$ cat src/rtl/pipe_addsub_pkg.sv
// Shared constants and helpers for the pipelined adder/subtractor.
// Holds the operation encodings and the signed-limit generator used by the saturating build.
package pipe_addsub_pkg;

    localparam logic OP_ADD = 1'b0;
    localparam logic OP_SUB = 1'b1;

    localparam int LIMIT_W = 64;

    // Returns the most positive (negative=0) or most negative (negative=1) two's-complement
    // value of the given width, zero-extended to LIMIT_W bits.
    function automatic logic [LIMIT_W-1:0] signed_limit(input int width, input logic negative);
        logic [LIMIT_W-1:0] r;
        r = '0;
        for (int i = 0; i < LIMIT_W; i++) begin
            if (i < width - 1) begin
                r[i] = !negative;
            end else if (i == width - 1) begin
                r[i] = negative;
            end
        end
        return r;
    endfunction

endpackage

$ cat src/rtl/pipe_addsub_if.sv
// Operand/result handshake bundle for pipe_addsub.
// master = producer/consumer side, slave = the arithmetic pipeline.
interface pipe_addsub_if #(
    parameter int N = 8
);

    logic         in_valid;
    logic         in_ready;
    logic [N-1:0] a;
    logic [N-1:0] b;
    logic         c_in;
    logic         select;
    logic         out_valid;
    logic         out_ready;
    logic [N-1:0] sum;
    logic         c_out;
    logic         ovf;

    modport master (
        output in_valid, a, b, c_in, select, out_ready,
        input  in_ready, out_valid, sum, c_out, ovf
    );

    modport slave (
        input  in_valid, a, b, c_in, select, out_ready,
        output in_ready, out_valid, sum, c_out, ovf
    );

endinterface

$ cat src/rtl/pipe_addsub_slice.sv
// One carry-chain slice of pipe_addsub: a W-bit adder with registered sum and carry-out.
// The enable freezes the slice while the pipeline is stalled.
module addsub_slice #(
    parameter int W = 4
) (
    input  logic         clk,
    input  logic         rst_n,
    input  logic         en,
    input  logic [W-1:0] a,
    input  logic [W-1:0] b,
    input  logic         c_in,
    output logic [W-1:0] sum,
    output logic         c_out
);

    logic [W:0] total;

    assign total = {1'b0, a} + {1'b0, b} + {{W{1'b0}}, c_in};

    always_ff @(posedge clk or negedge rst_n) begin
        if (!rst_n) begin
            sum   <= '0;
            c_out <= 1'b0;
        end else if (en) begin
            {c_out, sum} <= total;
        end
    end

endmodule

$ cat src/rtl/pipe_addsub.sv
// Pipelined N-bit adder/subtractor with valid/ready handshake and signed-overflow flag.
// Define PIPE_ADDSUB_SAT_EN to clamp overflowing results to the signed extremes.
module pipe_addsub
    import pipe_addsub_pkg::*;
#(
    parameter int N      = 8,
    parameter int STAGES = 2
) (
    input  logic          clk,
    input  logic          rst_n,
    pipe_addsub_if.slave  bus
);

    localparam int W = N / STAGES;

    logic              advance;
    logic [STAGES-1:0] valid;
    logic [STAGES-1:0] carry;
    logic [N-1:0]      b_eff;
    logic              cin_eff;
    logic [N-1:0]      raw_sum;
    logic              sign_a_q;
    logic              sign_b_q;
    logic              ovf_w;

    // Subtraction is folded into an add of ~b with an inverted carry-in.
    assign b_eff   = (bus.select == OP_SUB) ? ~bus.b : bus.b;
    assign cin_eff = (bus.select == OP_SUB) ? ~bus.c_in : bus.c_in;

    assign advance = !(valid[STAGES-1] && !bus.out_ready);

    always_ff @(posedge clk or negedge rst_n) begin
        if (!rst_n) begin
            valid <= '0;
        end else if (advance) begin
            valid[0] <= bus.in_valid;
            for (int k = 1; k < STAGES; k++) begin
                valid[k] <= valid[k-1];
            end
        end
    end

    for (genvar k = 0; k < STAGES; k++) begin : stg
        // Each stage only carries the operand bits it and later stages still need.
        localparam int HI = N - k * W;
        localparam int D  = STAGES - 1 - k;

        logic [HI-1:0] op_a;
        logic [HI-1:0] op_b;
        logic          carry_in;
        logic [W-1:0]  slice_sum;

        if (k == 0) begin : g_head
            assign op_a     = bus.a;
            assign op_b     = b_eff;
            assign carry_in = cin_eff;
        end else begin : g_skew
            always_ff @(posedge clk or negedge rst_n) begin
                if (!rst_n) begin
                    op_a <= '0;
                    op_b <= '0;
                end else if (advance) begin
                    op_a <= stg[k-1].op_a[HI+W-1:W];
                    op_b <= stg[k-1].op_b[HI+W-1:W];
                end
            end
            assign carry_in = carry[k-1];
        end

        addsub_slice #(
            .W(W)
        ) u_slice (
            .clk   (clk),
            .rst_n (rst_n),
            .en    (advance),
            .a     (op_a[W-1:0]),
            .b     (op_b[W-1:0]),
            .c_in  (carry_in),
            .sum   (slice_sum),
            .c_out (carry[k])
        );

        if (D == 0) begin : g_direct
            assign raw_sum[k*W +: W] = slice_sum;
        end else begin : g_deskew
            logic [W-1:0] dly [D];

            always_ff @(posedge clk or negedge rst_n) begin
                if (!rst_n) begin
                    for (int j = 0; j < D; j++) begin
                        dly[j] <= '0;
                    end
                end else if (advance) begin
                    dly[0] <= slice_sum;
                    for (int j = 1; j < D; j++) begin
                        dly[j] <= dly[j-1];
                    end
                end
            end

            assign raw_sum[k*W +: W] = dly[D-1];
        end

        if (k == STAGES - 1) begin : g_tail
            // Operand signs travel with the top slice so overflow lines up with the result.
            always_ff @(posedge clk or negedge rst_n) begin
                if (!rst_n) begin
                    sign_a_q <= 1'b0;
                    sign_b_q <= 1'b0;
                end else if (advance) begin
                    sign_a_q <= op_a[W-1];
                    sign_b_q <= op_b[W-1];
                end
            end
        end
    end

    assign ovf_w = (sign_a_q == sign_b_q) && (raw_sum[N-1] != sign_a_q);

    assign bus.in_ready  = advance;
    assign bus.out_valid = valid[STAGES-1];
    assign bus.c_out     = carry[STAGES-1];
    assign bus.ovf       = ovf_w;

`ifdef PIPE_ADDSUB_SAT_EN
    localparam logic [LIMIT_W-1:0] SMAX_L = signed_limit(N, 1'b0);
    localparam logic [LIMIT_W-1:0] SMIN_L = signed_limit(N, 1'b1);
    localparam logic [N-1:0]       SMAX   = SMAX_L[N-1:0];
    localparam logic [N-1:0]       SMIN   = SMIN_L[N-1:0];

    assign bus.sum = ovf_w ? (sign_a_q ? SMIN : SMAX) : raw_sum;
`else
    assign bus.sum = raw_sum;
`endif

endmodule

$ cat src/flat_wrapper.sv
// flat-port wrapper written by rule: the top's interface ports become plain ports
module pipe_addsub_flat import pipe_addsub_pkg::*;
#(
    parameter int N      = 8,
    parameter int STAGES = 2
)
  (clk, rst_n, bus_in_valid, bus_a, bus_b, bus_c_in, bus_select, bus_out_ready, bus_in_ready, bus_out_valid, bus_sum, bus_c_out, bus_ovf);
  pipe_addsub_if #(.N(N)) bus_i ();
  input  logic clk;
  input  logic rst_n;
  input wire logic [$bits(bus_i.in_valid)-1:0] bus_in_valid;
  input wire logic [$bits(bus_i.a)-1:0] bus_a;
  input wire logic [$bits(bus_i.b)-1:0] bus_b;
  input wire logic [$bits(bus_i.c_in)-1:0] bus_c_in;
  input wire logic [$bits(bus_i.select)-1:0] bus_select;
  input wire logic [$bits(bus_i.out_ready)-1:0] bus_out_ready;
  output wire logic [$bits(bus_i.in_ready)-1:0] bus_in_ready;
  output wire logic [$bits(bus_i.out_valid)-1:0] bus_out_valid;
  output wire logic [$bits(bus_i.sum)-1:0] bus_sum;
  output wire logic [$bits(bus_i.c_out)-1:0] bus_c_out;
  output wire logic [$bits(bus_i.ovf)-1:0] bus_ovf;
  assign bus_i.in_valid = bus_in_valid;
  assign bus_i.a = bus_a;
  assign bus_i.b = bus_b;
  assign bus_i.c_in = bus_c_in;
  assign bus_i.select = bus_select;
  assign bus_i.out_ready = bus_out_ready;
  assign bus_in_ready = bus_i.in_ready;
  assign bus_out_valid = bus_i.out_valid;
  assign bus_sum = bus_i.sum;
  assign bus_c_out = bus_i.c_out;
  assign bus_ovf = bus_i.ovf;
  pipe_addsub #(.N(N), .STAGES(STAGES)) u_core (.clk(clk), .rst_n(rst_n), .bus(bus_i));
endmodule
$ cat config.mk
export PLATFORM = sky130hd
export DESIGN_NAME = pipe_addsub_flat
export DESIGN_NICKNAME = d
export VERILOG_FILES = /design/src/rtl/pipe_addsub_pkg.sv /design/src/rtl/pipe_addsub_if.sv /design/src/rtl/pipe_addsub_slice.sv /design/src/rtl/pipe_addsub.sv /design/src/flat_wrapper.sv
export SDC_FILE = /design/constraint.sdc
export NUM_CORES = 1
export LEC_CHECK = 0
export CORE_UTILIZATION = 53
export DETAILED_ROUTE_END_ITERATION = 7
export PLACE_DENSITY_LB_ADDON = 0.2
export SKIP_CTS_REPAIR_TIMING = 1
export SYNTH_ARGS = -nofsm -noshare
export SYNTH_HDL_FRONTEND = slang
export SYNTH_HIERARCHICAL = 1
export SYNTH_SLANG_ARGS = --single-unit
$ cat constraint.sdc
create_clock -name clk -period 2.79 [get_ports clk]
set_input_delay 0.558 -clock clk [delete_from_list [all_inputs] [get_ports clk]]
set_output_delay 0.558 -clock clk [all_outputs]
set_load 0.01 [all_outputs]
==> results of run 1 <==
==> sequential cells by signal (all words and copies together) (netlist names) <==
register and count:
u_core/valid 2, u_core/stg.op_a 4, u_core/sign_b_q 1, u_core/stg.u_slice/sum 8, u_core/stg.op_b 4, u_core/sign_a_q 1
u_core/stg.u_slice/c_out 2, u_core/stg.g_deskew.dly 4
==> critical path, stage by stage <==
cell and delay [ns]:
clkdlybuf4s50_1 0.51, nor2b_4 0.05, inv_1 0.06, clkdlybuf4s50_1 0.53
==> power groups by stage <==
stage	Combinational [mW]	Clock, mW	Sequential (mW)
4_1_cts	0.511	0.173	0.549
3_5_place_dp	0.509	0	0.557
2_1_floorplan	0.270	0	0.572
5_1_grt	0.556	0.179	0.562
3_3_place_gp	0.492	0	0.549
6_report	0.507	0.159	0.546
==> cells in the mapped netlist <==
master    instances  area share, %
o22ai_1           1           0.43
a311oi_1          2            1.2
buf_2             1           0.34
a31oi_1           2           0.86
nor2b_4           1           0.94
buf_6             3            2.3
a21oi_1           3            1.0
and2b_4           1           0.69
o21ai_0           2           0.69
nand2_1           1           0.26
nor2_1            3           0.77
mux2_1            1           0.77
mux2_4            8            8.2
xnor2_1           2            1.2
buf_12            1            1.4
nor2b_1           3            1.3
ha_1              6            5.1
o211ai_1          2            1.0
and4bb_1          2            1.7
or2_2             1           0.43
mux2i_1           1           0.69
xor2_1            9            5.4
nand2b_1          1           0.43
dfrtp_1          26             45
nand4b_1          2            1.2
mux2_2           10            7.7
nand3_1           2           0.69
inv_1            12            3.1
fa_1              4            5.5
==> metal layers <==
metal,up-vias,routed length [microns],GRT usage [%]
li1,456,-,-
met1,464,1170,24.4
met2,33,1360,39.2
met3,9,105,3.06
met4,0,78,11.5
met5,-,0,0
==> logic make-up after synthesis <==
logic type,count (synthesis),synth area share [%]
flip-flops,26,44.6
multiplexers,20,17.4
buffers and inverters,17,7.12
AND/OR/NAND/NOR,17,8.40
AO/OA/AOI/OAI,12,5.23
XOR/XNOR,11,6.60
adder cells (fa/ha/maj),10,10.6
==> per-stage QoR <==
step / setup WS (ns) / std cells
floorplan: 0.676 / 113
global placement: 0.276 / 175
detailed placement: 0.212 / 175
CTS: 0.513 / 178
global route: 0.459 / 178
finish: 0.517 / 178
==> layout make-up <==
type	instances	area [sq um]	area share (%)
multi-input combinational	70	704	38.7
sequential	26	651	35.7
timing repair buffer	37	360	19.8
inverter	12	45.0	2.47
tap	30	37.5	2.06
clock buffer	3	22.5	1.24
==> path summary, 6_finish.rpt <==
kind / from / endpoint / slack (ns) / depth (start not counted)
worst max-delay path: bus_out_ready / bus_in_ready / 0.52 / 4
worst min-delay path: u_core/valid[0] / u_core/valid[1] / 0.49 / 1
worst max register to register: u_core/stg[1].op_a[0] / u_core/stg[1].u_slice/sum[2] / 1.16 / 5
worst min register to register: u_core/valid[0] / u_core/valid[1] / 0.49 / 1
max in group asynchronous: rst_n / u_core/stg[0].u_slice/sum[1] / 1.93 / 2
min in group asynchronous: rst_n / u_core/stg[1].u_slice/sum[2] / 0.59 / 2
==> flow_summary.yaml, run 1 <==
sta:
  rsz0062_at_grt: "no"
  setup_violations: 0
  whs_ns: 0.492
  slew_headroom_pct: 76.9
  tightest_slew_ns: 0.347
  hold_viol: 0
  fmax_mhz: 440
  setup-tns-final_ns: 0
  min_period_ns: 2.27
  skew_ns: 0.00558
  fin_crit_sh_pct: 81.5
  drv_slew: 0
synth:
  ys_ff_latch: 26
  synth_cell_types: 29
  synth_nets: 145
  yosysWarnings: 6
  synth_area_sq_um: 1460
  syn_inst: 113
  avgSynthCellArea_sq_um: 12.9
  seq_area_frac_synth_pct: 44.6
die:
  die-area_sq_um: 2970
  io_pins: 34
  row_count: 18
  die-height_microns: 54.5
  fp.dieW_microns: 54.5
  core_area_sq_um: 2540
  start_util_pct: 57.3
setup_path:
  worstPathRequired_ns: 2.23
  cp.arrival_ns: 1.72
  crit_path_end_kind: "output port"
  critical_path_class: "input pin to output port"
  start_kind: "input pin"
  crit_fanout: 2
power:
  p_switching_uw: 370
  p_leak_nw: 0.818
  p_comb_share_pct: 41.9
  power.total_mw: 1.21
  cellPowerDensity_nw_per_um2: 666
  switching_share_pct: 30.5
  vdd_ir_drop_max_mv: 0.569
  p_seq_share_pct: 45.1
  clkPwrFrac_pct: 13.1
  internal_power_uw: 843
run_status:
  status: "complete, no violations"
drt:
  drcViolationCount: 0
  vias_per_cell: 5.40
  firstDrtPassIters: 4
  via_count: 962
  wl_microns: 2710
  final_antenna_net_count: 0
  drt-initial-drc-count: 16
  wl_per_cell_microns: 15.2
place:
  post_dp_cell_area_sq_um: 1800
  dp_hpwl_microns: 2050
  place.gp.congestion: 0.797
  portBuffers: 33
layout:
  drive_above_1_share_pct: 18.9
  final_common_cell: "clkdlybuf4s50_1"
  fin_util_pct: 71.5
  fillCellCount: 189
  syn_to_final_growth_pct: 24.8
  fin_area_sq_um: 1820
  final_cell_mix: "clkdlybuf4s50_1 (33), dfrtp_1 (26), inv_1 (12)"
  fin_nets: 182
  diodes: 0
grt:
  grt_max_degree: 27
  grt_use_total_pct: 21.7
  grt.overflow.total: 0
  antenna_found_initial: 0
  grt_pass1_wl_microns: 4430
  grt_pass1_vias: 1019
clocking:
  cts_buffers: 3
  ctsRootBufferMaster: "clkbuf_4"
  cts_sinks: 26
  clk_path_buf_depth: 2
  htreeDepth: 1
  clock_latency_ns: 0.32
  cts_tree: "built"
  cts.clk_slew.worst_paths_ns: 0.13
min_path:
  hp-class: "flip-flop to flip-flop"
job:
  maxCapViolCount: 0
No activity file was read; power rests on OpenSTA's default activity.
==> run 2: changes to the inputs <==
CORE_UTILIZATION = 49   (was 53)
clock period = 2.3 ns   (was 2.79 ns; I/O delays follow)
==> run 2 against run 1 <==
Effect of this change: final area rose by 2.5%; worst setup slack got worse by 0.29 ns; global-route usage fell by 2.9 points; clock-buffer cell count did not move; flip-flop and latch count did not move; routed wire length fell by 5.1%; power rose by 32%; sequential share of layout area fell by 0.89 points; first-iteration DRC count fell by 25%; combinational power rose by 22%; register-to-register slack got worse by 0.49 ns; critical endpoint is now u_core/stg[0].u_slice/sum[2].
==> flow_summary.yaml, run 2 (synthesis gave the netlist of run 1 again) <==
run_status:
  status: "complete, no violations"
setup_path:
  critical_path_class: "input pin to flip-flop"
  start_kind: "input pin"
  path_cells: "clkdlybuf4s50_1, buf_4, xor2_1, inv_1, fa_1, xnor2_1, mux2_2"
  crit_path_max_incr_delay_ns: 0.53
  worstPathRequired_ns: 2.53
  crit_path_end_kind: "flip-flop"
  crit_fanout: 7
  cp.arrival_ns: 2.31
  crit_path_top_delay_cell: "clkdlybuf4s50_1"
power:
  p_leak_nw: 0.841
  vdd_ir_drop_max_mv: 0.592
  cellPowerDensity_nw_per_um2: 855
grt:
  antenna_found_initial: 0
  grt_use_total_pct: 18.8
  gr-max-usage-layer: "met2"
  use_met2_pct: 34.5
  gr-usage-met1_pct: 21.9
  grt_use_met3_pct: 2.76
  grt_pass1_wl_microns: 4590
  grt_max_degree: 27
  grt_pass1_vias: 1040
  grt.overflow.total: 0
sta:
  fin_crit_sh_pct: 90.3
  setup_violations: 0
  skew_ns: 0.0156
  setup-tns-final_ns: 0
  fmax_mhz: 481
  drv_slew: 0
  setup_ws_ns: 0.222
  tightest_slew_ns: 0.332
  rsz0062_at_grt: "no"
  hold_viol: 0
  min_period_ns: 2.08
  slew_headroom_pct: 77.9
clocking:
  clk_path_buf_depth: 2
  htreeDepth: 1
  cts_buffers: 3
  clock_latency_ns: 0.32
  cts_tree: "built"
  cts_sinks: 26
  cts.clk_slew.worst_paths_ns: 0.15
  ctsRootBufferMaster: "clkbuf_4"
die:
  row_count: 19
  die-height_microns: 56.6
  fp.dieW_microns: 56.6
  io_pins: 34
  core_area_sq_um: 2780
  die-area_sq_um: 3200
  start_util_pct: 52.5
drt:
  wl_microns: 2570
  via_count: 951
  vias_per_cell: 5.23
  wl_per_cell_microns: 14.1
  firstDrtPassIters: 4
  final_antenna_net_count: 0
  drt-initial-drc-count: 12
  drcViolationCount: 0
place:
  portBuffers: 33
  place.gp.congestion: 0.733
  post-place-cells: 178
  place_ws_ns: -0.157
  post_dp_cell_area_sq_um: 1810
  dp_hpwl_microns: 1990
layout:
  fin_area_sq_um: 1870
  largest_register_ffs: 8
  regMostFlops: "u_core/stg.u_slice/sum"
  drive_above_1_share_pct: 20.5
  fin_cells: 182
  syn_to_final_growth_pct: 28.0
  final_cell_mix: "clkdlybuf4s50_1 (33), dfrtp_1 (26), inv_1 (12)"
  fin_nets: 184
  diodes: 0
  final_common_cell: "clkdlybuf4s50_1"
min_path:
  hp-class: "input pin to async pin"
job:
  maxCapViolCount: 0
==> run 2: cell count changes in the layout (fill, tap and decap cells not counted), sizes merged <==
cell | before | now
buf | 4 | 6
bufinv | 0 | 1
==> run 2: worst max-delay path, delay by kind of cell <==
kind / cells / cell delay, ns
buffers and inverters: 3 / 0.82
multiplexers: 1 / 0.26
XOR/XNOR: 2 / 0.34
adder cells (fa/ha/maj): 1 / 0.43
==> run 2: layout make-up <==
type / count / area [sq um]
timing repair buffer: 39 / 375
clock inverter: 1 / 30.0
tap: 31 / 38.8
multi-input combinational: 70 / 704
inverter: 12 / 45.0
fill: 230 / 915
clock buffer: 3 / 22.5
sequential: 26 / 651
==> run 2: layer usage <==
layer / vias up / part of all wire, %
met5: - / 0
met3: 2 / 5.1
li1: 456 / -
met2: 26 / 53
met1: 467 / 41
met4: 0 / 0.86
==> run 2: stage by stage <==
step           power, mW  hold slack, ns  utilization [%]
6_report            1.60           0.479             67.1
2_1_floorplan       1.02           0.164                -
5_1_grt             1.70           0.496             67.1
3_3_place_gp        1.27           0.448             65.2
3_5_place_dp        1.30           0.464             65.2
4_1_cts             1.61           0.484             67.1
==> run 2: where the power goes <==
part	switching (mW)	internal, mW	total (mW)
Clock	0.135	0.176	0.312
Sequential	0.0792	0.585	0.664
Combinational	0.239	0.381	0.621
Total	0.454	1.14	1.60
==> run 2: path summary, 6_finish.rpt <==
| check | start | endpoint | slack [ns] | cells past startpoint |
|---|---|---|---|---|
| max in group asynchronous | rst_n | u_core/stg[0].g_deskew.dly[0] | 1.56 | 2 |
| max | bus_select | u_core/stg[0].u_slice/sum[2] | 0.22 | 7 |
| min reg2reg | u_core/valid[0] | u_core/valid[1] | 0.50 | 1 |
| min in group clk | u_core/valid[0] | u_core/valid[1] | 0.50 | 1 |
| min | rst_n | u_core/stg[1].u_slice/sum[0] | 0.48 | 2 |
| max reg2reg | u_core/stg[1].op_a[0] | u_core/stg[1].u_slice/sum[2] | 0.67 | 5 |
==> run 3: changes to the inputs <==
ABC_AREA = 1   (was not set)
REMOVE_ABC_BUFFERS = 1   (was not set)
==> run 3 against run 2 <==
Effect of this change: clock skew down 0.014 ns; area after synthesis down 0.51%; first-iteration DRC count rose to 3.7 times the previous value; clock power down 42%; worst setup slack better by 0.030 ns; power down 13%; combinational power down 9.7%; synthesized cell count up 58%; critical endpoint is now u_core/stg[0].u_slice/c_out.
==> flow_summary.yaml, run 3 <==
drt:
  final_antenna_net_count: 0
  wl_microns: 2700
  wl_per_cell_microns: 11.0
  drcViolationCount: 0
  vias_per_cell: 4.87
  firstDrtPassIters: 4
  via_count: 1193
  drt-initial-drc-count: 44
place:
  portBuffers: 33
  dp_hpwl_microns: 2100
  post_dp_cell_area_sq_um: 1800
  place.gp.congestion: 0.858
synth:
  synth_common_cells: "nand2_1 (71), dfrtp_1 (26), inv_1 (22), nand3_1 (12), nor2_1 (9)"
  async_flop_share_pct: 100
  synth_area_sq_um: 1450
  yosysWarnings: 6
  synth-edff-count: 0
  avgSynthCellArea_sq_um: 8.15
  synth_most_common_cell: "nand2_1"
  yosys-top-cells-area: "dfrtp_1 (45%), nand2_1 (18%), inv_1 (5.7%)"
  synth_cell_types: 18
  syn_inst: 178
  seq_area_frac_synth_pct: 44.8
  yosys.area.top_type: "dfrtp_1"
  yosys.area.top_type_share_pct: 44.8
  ys_ff_latch: 26
  synthFlopType: "dfrtp_1"
layout:
  fillCellCount: 250
  syn_to_final_growth_pct: 25.9
  fin_util_pct: 65.7
  final_cell_mix: "nand2_1 (71), clkdlybuf4s50_1 (33), dfrtp_1 (26)"
  regMostFlops: "u_core/stg.u_slice/sum"
  fin_nets: 248
  drive_above_1_share_pct: 7.01
  final_common_cell: "nand2_1"
  diodes: 0
  fin_area_sq_um: 1830
  largest_register_ffs: 8
grt:
  grt_pass1_wl_microns: 4650
  grt_max_degree: 28
  grt.overflow.total: 0
  grt_use_total_pct: 18.8
  antenna_found_initial: 0
  grt_pass1_vias: 1164
min_path:
  hp-class: "flip-flop to flip-flop"
clocking:
  cts_tree: "built"
  ctsRootBufferMaster: "clkbuf_4"
  cts_buffers: 3
  cts.clk_slew.worst_paths_ns: 0.12
  cts_sinks: 26
  clk_path_buf_depth: 2
  htreeDepth: 1
  clock_latency_ns: 0.30
power:
  p_seq_share_pct: 46.6
  p_leak_nw: 0.964
  internal_power_uw: 922
  switching_share_pct: 33.5
  clkPwrFrac_pct: 13.0
  vdd_ir_drop_max_mv: 0.521
  p_comb_share_pct: 40.5
  cellPowerDensity_nw_per_um2: 759
  p_switching_uw: 465
sta:
  slew_headroom_pct: 78.7
  hold_viol: 0
  setup_violations: 0
  rsz0062_at_grt: "no"
  fin_crit_sh_pct: 89.1
  drv_slew: 0
  tightest_slew_ns: 0.320
  min_period_ns: 2.05
  skew_ns: 0.00154
  fmax_mhz: 488
run_status:
  status: "complete, no violations"
setup_path:
  path_cells: "clkdlybuf4s50_1, xor2_1, fa_1, inv_1, fa_1, o21ai_2, nand2_1, a21oi_2"
  start_kind: "input pin"
  crit_top_cell: "fa_1"
  worstPathRequired_ns: 2.54
  crit_path_max_incr_delay_ns: 0.54
  critical_path_class: "input pin to flip-flop"
  crit_family: "adder cells"
  cp_num_buf_inv: 2
  crit_fanout: 4
  crit_path_top_delay_cell: "clkdlybuf4s50_1"
  cp.arrival_ns: 2.29
  crit_path_end_kind: "flip-flop"
die:
  die-height_microns: 56.4
  io_pins: 34
  fp.dieW_microns: 56.4
  core_area_sq_um: 2780
  start_util_pct: 52.2
  die-area_sq_um: 3180
  row_count: 19
job:
  maxCapViolCount: 0
[run 3: cell types whose count changed in the layout (fill, tap and decap cells not counted), moves of 3 or more]
cell and delta:
nor2_1 +6, nor2b_1 -3, inv_2 +3, inv_1 +10
nand2_1 +70, mux2_4 -8, mux2_2 -10, nand3_1 +10
[run 3: cell type report]
cell class              count  area [sq um]  area share, %
flip-flops and latches     26           651           35.6
inverters                  25          93.8           5.14
well taps                  31          38.8           2.12
repair buffers             37           360           19.7
clock buffers               3          22.5           1.23
multi-input cells         123           661           36.2
[run 3: tightest hold or removal path, cell delays in order, from the launching register on]
cell     delay, ns
dfrtp_1       0.35
inv_1         0.05
nand2_1       0.05
[run 3: cell families (layout without fill, tap and decap cells)]
group,Yosys count,after routing,share of synthesized area (%)
flip-flops,26,26,44.8
adder cells (fa/ha/maj),10,10,10.7
buffers and inverters,29,65,9.65
AO/OA/AOI/OAI,12,12,4.91
AND/OR/NAND/NOR,94,94,25.7
XOR/XNOR,7,7,4.22
[run 3: power groups by stage]
stage / clock, mW / combinational [mW] / sequential, mW
6_report: 0.180 / 0.561 / 0.646
5_1_grt: 0.212 / 0.629 / 0.665
4_1_cts: 0.188 / 0.566 / 0.646
3_5_place_dp: 0 / 0.563 / 0.656
3_3_place_gp: 0 / 0.543 / 0.650
2_1_floorplan: 0 / 0.276 / 0.676
[run 3: path summary, 6_finish.rpt]
| check | start | end | slack [ns] | cells past startpoint |
|---|---|---|---|---|
| setup / recovery | bus_select | u_core/stg[0].u_slice/c_out | 0.25 | 8 |
| hold / removal | u_core/valid[0] | u_core/valid[1] | 0.47 | 2 |
| setup reg to reg | u_core/stg[1].op_a[0] | u_core/stg[1].u_slice/sum[1] | 0.71 | 4 |
| hold reg to reg | u_core/valid[0] | u_core/valid[1] | 0.47 | 2 |
| max in group asynchronous | rst_n | u_core/stg[0].g_deskew.dly[2] | 1.56 | 2 |
| min in group asynchronous | rst_n | u_core/valid[0] | 0.50 | 2 |
[run 3: layer usage]
metal | global-route usage (%) | part of all wire, %
met1 | 21.1 | 43
met2 | 34.5 | 52
met3 | 3.23 | 4.4
met4 | 8.01 | 0.74
met5 | 0 | 0
[run 3: metrics by stage]
stage	power, mW	hold slack (ns)	worst slack (ns)	setup TNS (ns)	cells
after detailed placement	1.22	0.448	-0.0764	-0.155	242
after global routing	1.51	0.514	0.156	0	245
after global placement	1.19	0.431	-0.0112	-0.0112	242
final	1.39	0.471	0.252	0	245
after floorplan	0.952	0.164	0.596	0	174
after CTS	1.40	0.479	0.254	0	245
